**src/rtl/regfile_tag.sv**
```systemverilog
// rtl/regfile_tag.sv - register file with rename tags and busy bits, two combinational read ports
// Optional macro REGFILE_TAG_BYPASS_EN forwards same-cycle commit data to the read ports.
module regfile_tag #(
  parameter  int XLEN = 32,
  parameter  int NREG = 32,
  parameter  int TAGW = 4,
  localparam int AW   = $clog2(NREG)
) (
  input  logic            clk,
  input  logic            rst,
  input  logic            we,
  input  logic [AW-1:0]   wa,
  input  logic [XLEN-1:0] wn,
  input  logic [TAGW-1:0] wtag,
  input  logic            te,
  input  logic [AW-1:0]   ta,
  input  logic [TAGW-1:0] tt,
  input  logic            flush,
  input  logic            re1,
  input  logic [AW-1:0]   ra1,
  output logic [XLEN-1:0] rn1,
  output logic            rb1,
  output logic [TAGW-1:0] rt1,
  input  logic            re2,
  input  logic [AW-1:0]   ra2,
  output logic [XLEN-1:0] rn2,
  output logic            rb2,
  output logic [TAGW-1:0] rt2
);

  typedef struct packed {
    logic [XLEN-1:0] n;
    logic            b;
    logic [TAGW-1:0] t;
  } rd_t;

  logic [XLEN-1:0] data_q [NREG];
  logic [XLEN-1:0] data_d [NREG];
  logic [TAGW-1:0] tag_q  [NREG];
  logic [TAGW-1:0] tag_d  [NREG];
  logic [NREG-1:0] busy_q;
  logic [NREG-1:0] busy_d;

  logic commit_v;
  logic assign_v;
  logic tag_match;

  always_comb begin
    commit_v  = we && (wa != '0);
    assign_v  = te && (ta != '0);
    tag_match = busy_q[wa] && (tag_q[wa] == wtag);
  end

  // Assign overrides a same-register commit; flush overrides the assign but not the data write.
  always_comb begin
    data_d = data_q;
    tag_d  = tag_q;
    busy_d = busy_q;
    if (commit_v) begin
      data_d[wa] = wn;
      if (tag_match) busy_d[wa] = 1'b0;
    end
    if (flush) begin
      busy_d = '0;
    end else if (assign_v) begin
      busy_d[ta] = 1'b1;
      tag_d[ta]  = tt;
    end
  end

  always_ff @(posedge clk) begin
    if (!rst) begin
      data_q <= '{default: '0};
      tag_q  <= '{default: '0};
      busy_q <= '0;
    end else begin
      data_q <= data_d;
      tag_q  <= tag_d;
      busy_q <= busy_d;
    end
  end

  function automatic rd_t rd_port(input logic e, input logic [AW-1:0] a);
    rd_t r;
    r = '0;
    if (rst && e && (a != '0)) begin
      r.n = data_q[a];
      r.b = busy_q[a];
      r.t = tag_q[a];
`ifdef REGFILE_TAG_BYPASS_EN
      if (we && (wa == a)) begin
        r.n = wn;
        if (busy_q[a] && (tag_q[a] == wtag)) r.b = 1'b0;
      end
`endif
    end
    return r;
  endfunction

  rd_t rd1;
  rd_t rd2;

  always_comb begin
    rd1 = rd_port(re1, ra1);
    rd2 = rd_port(re2, ra2);
  end

  assign rn1 = rd1.n;
  assign rb1 = rd1.b;
  assign rt1 = rd1.t;
  assign rn2 = rd2.n;
  assign rb2 = rd2.b;
  assign rt2 = rd2.t;

endmodule

```
**config.mk**
```make
export PLATFORM = sky130hd
export DESIGN_NAME = regfile_tag
export DESIGN_NICKNAME = d
export VERILOG_FILES = /design/src/rtl/regfile_tag.sv
export SDC_FILE = /design/constraint.sdc
export NUM_CORES = 2
export LEC_CHECK = 0
export BUFFER_PORTS_ARGS = -buffer_cell sky130_fd_sc_hd__buf_2
export CAP_MARGIN = 20
export CORE_MARGIN = 3
export CORE_UTILIZATION = 30
export DETAILED_ROUTE_END_ITERATION = 10
export GPL_TIMING_DRIVEN = 0
export PLACE_DENSITY = 0.51
export SETUP_SLACK_MARGIN = 0.5
export SYNTH_ARGS = -nofsm -noshare
export SYNTH_HDL_FRONTEND = slang
export SYNTH_SLANG_ARGS = --single-unit
```
**constraint.sdc**
```tcl
create_clock -name clk -period 2.53 [get_ports clk]
set_clock_uncertainty 0.1 [all_clocks]
set_input_delay 0 -clock clk [delete_from_list [all_inputs] [get_ports clk]]
set_output_delay 0 -clock clk [all_outputs]
set_load 0.005 [all_outputs]
```
==> flow_summary.json <==
{
  "dieArea_um2": 221000,
  "synthSimpleGateAreaFrac_pct": 16.0,
  "grt_overflow": 0,
  "hold_viol_final": 0,
  "fmax_ghz": 0.331,
  "numCtsBuffers": 140,
  "die-width_um": 470,
  "grt_pass1_vias": 56800,
  "routabilityCongestion": 1.01,
  "cts_tree": "built",
  "synth.area.mux_share_pct": 25.2,
  "path_clk_slew_ps": 60,
  "ir_worst_vdd_mv": 0.504,
  "area_growth_pct": 23.6,
  "synth_edf_count": 0,
  "power_frac_seq_pct": 41.5,
  "place_inst": 10100,
  "synth_ff_type": "dfxtp_1",
  "grt_max_degree": 17,
  "yosysWarningCount": 0,
  "grt_pass1_wl_um": 445000,
  "cp-start-kind": "input pin",
  "worst_pin_slew_ps": 1410,
  "netlist_area_um2": 64600,
  "critPathTopFamily": "multiplexers",
  "powerDensity_nw_per_um2": 568,
  "ctsRootBufferMaster": "clkbuf_16",
  "final.setup.tns_ps": -19880,
  "cap_violations": 0,
  "violations": "setup timing",
  "internal-power_mw": 32.5,
  "first_pass_iters": 7,
  "drive_gt1_share_pct": 27.3,
  "fin_crit_ps": 3020,
  "drc": 0,
  "insertion_delay_ps": 810,
  "synth_top_family_by_area": "multiplexers",
  "hp-class": "input pin to flop",
  "path_class": "input pin to output port",
  "cpMaxStageDelayCell": "mux4_2",
  "final_cells": 10500,
  "finalWorstSetupSlack_ps": -494,
  "wl_per_cell_um": 31.1,
  "vias": 59900,
  "synthDistinctLibCells": 52,
  "grtUsageTotal_pct": 28.4,
  "ys_seq_area_share_pct": 36.7,
  "yosys.area_share.adder_pct": 0,
  "slowest_delay_ps": 600,
  "power.leakage_nw": 25.8,
  "initial_core_util_pct": 30.3,
  "die_h_um": 470,
  "setup_viol": 105,
  "syn-num-nets": 7128,
  "syn_avg_cell_area_um2": 9.15,
  "cts.path.max_buffers": 3,
  "netSwitchingPower_mw": 12.9,
  "finalNetCount": 7592,
  "pwr-share-comb_pct": 12.3,
  "syn_inst": 7061,
  "crit_arrival_ps": 2920,
  "drt_iter0_drc": 7795,
  "clock-sinks": 1184,
  "dp_hpwl_um": 254000,
  "row_count": 169,
  "wirelength_um": 326000,
  "p_sw_share_pct": 28.4,
  "synth-compound-area-share_pct": 17.7,
  "status": "finished with violations",
  "final_antenna_net_count": 0,
  "path_cells": "clkbuf_2 -> clkbuf_1 -> buf_16 -> buf_2 -> mux4_2 -> mux4_2 -> mux2i_4 -> nor2_1 -> buf_2",
  "rsz0062_at_grt": "yes",
  "path_buf_inv": 5,
  "postSynth.asyncResetShare_pct": 0,
  "viasPerCell": 5.73,
  "io_pins": 141,
  "antenna_found_initial": 24,
  "drv_slew": 0,
  "synth-xor-area-share_pct": 0.0542,
  "end_kind": "output port",
  "pwr-share-clk_pct": 46.1,
  "core_area_um2": 213000,
  "port_buffers": 133,
  "cp.required_ps": 2430,
  "synth-seq-cells": 1184,
  "htree_levels": 4,
  "cp_max_fo": 10,
  "finalCritPeriodShare_pct": 120,
  "relSlewSlack_pct": 5.70
}
-- worst register-to-register path, stage by stage, from the launching register on --
cell	delay [ps]
dfxtp_4	360
buf_6	130
buf_6	120
mux4_2	490
a21oi_2	180
o211ai_1	160
xor2_1	220
nor4_4	230
buf_6	240
buf_12	150
buf_16	130
a31oi_1	70
-- final cells by class --
type	count	area, um2
antenna	9	22.5
buffer	711	3730
clock buffer	203	4110
clock inverter	41	497
fill	21400	133000
inverter	3	11.3
multi-input combinational	5163	40900
sequential	1184	24100
tap	2821	3530
timing repair buffer	322	2990
-- state kept, by name (all words and copies together), names as in the netlist --
signal / flops
data_q: 1024
tag_q: 128
busy_q: 32
-- cell usage after synthesis, types with 4 or more instances --
cell,count,share of area [%]
a21oi_1,109,0.84
a21boi_0,1084,13
nand2_1,2150,12
a211oi_1,16,0.19
o211ai_1,40,0.46
mux4_2,536,19
nand2b_1,10,0.097
nor3_1,20,0.15
clkbuf_1,560,3.3
and2_1,40,0.39
nor2_1,214,1.2
buf_1,66,0.38
mux2_2,72,1.3
a22oi_1,91,1.1
or3b_2,4,0.054
o32ai_1,7,0.095
a221oi_1,72,0.98
nand3b_1,5,0.058
nor3b_1,7,0.081
buf_2,78,0.60
buf_4,6,0.070
and3_1,9,0.087
or4_1,5,0.058
nor2b_1,35,0.34
or2_2,5,0.048
dfxtp_1,1184,37
o22ai_1,17,0.16
nand3_1,94,0.73
mux2i_1,342,5.3
o21ai_0,149,1.2
-- cells by family after synthesis --
| kind of cell | Yosys count |
|---|---|
| buffers and inverters | 714 |
| muxes | 950 |
| DFF | 1184 |
| xor gates and xnor gates | 4 |
| and+or+nand+nor | 2613 |
| AOI/OAI and AO/OA | 1596 |
-- power groups by stage --
stage	logic, mW	clock network [mW]	registers, mW
3_5_place_dp	4.71	0	19.3
4_1_cts	5.26	21.0	18.9
3_3_place_gp	4.59	0	19.3
5_1_grt	5.68	21.7	18.9
6_report	5.61	20.9	18.9
2_1_floorplan	2.43	0	19.2
-- metal layers --
layer	vias up	track usage [%]	part of all wire (%)
met1	29800	36.2	39
met4	4	16.8	6.8
met3	804	6.78	9.9
met2	3371	43.6	44
met5	-	0	0.045
li1	25900	-	-
-- per-stage QoR --
step / hold WS (ps) / worst slack, ps / power (mW) / utilization [%] / cell area [um2]
finish: 35.0 / -494 / 45.4 / 37.5 / 79900
global route: 35.5 / -472 / 46.2 / 37.5 / 79900
CTS: -46.6 / -459 / 45.2 / 36.7 / 78300
detailed placement: 210 / -2540 / 24.0 / 32.7 / 69700
global placement: 193 / -3280 / 23.9 / 32.3 / 68900
floorplan: 44.9 / 427 / 21.7 / - / 64700
-- timing repair --
item	CTS	global route
hold buffers	77	1
setup buffers	30	30
endpoints found under the hold margin	1147	1
pin swaps	150	168
endpoints found under the setup margin	1113	1108
gates resized for setup	991	443
cloned	3	2
-- worst paths after layout --
check                                               from                       end  slack, ps  cells past startpoint
worst min register to register  data_q[144]$_SDFFE_PN0P_  data_q[144]$_SDFFE_PN0P_        370                      2
worst max register to register   tag_q[114]$_SDFFE_PN0P_     busy_q[15]$_SDFF_PP0_       -170                     11
worst min-delay path                              wn[28]  data_q[956]$_SDFFE_PN0P_         30                      4
worst max-delay path                              ra2[1]                   rn2[21]       -490                      9
-- cells in the final DEF (no fill, tap or decap), types with 107 or more instances in the layout --
| cell type | synthesis | final |
|---|---|---|
| a21boi_0 | 1084 | 1084 |
| buf_2 | 78 | 194 |
| clkbuf_1 | 560 | 431 |
| clkbuf_16 | 0 | 147 |
| clkbuf_2 | 0 | 107 |
| dfxtp_1 | 1184 | 885 |
| dfxtp_2 | 0 | 281 |
| mux2i_1 | 342 | 279 |
| mux4_2 | 536 | 536 |
| nand2_1 | 2150 | 2127 |
| nor2_1 | 214 | 142 |
(Power assumes the default switching activity.)
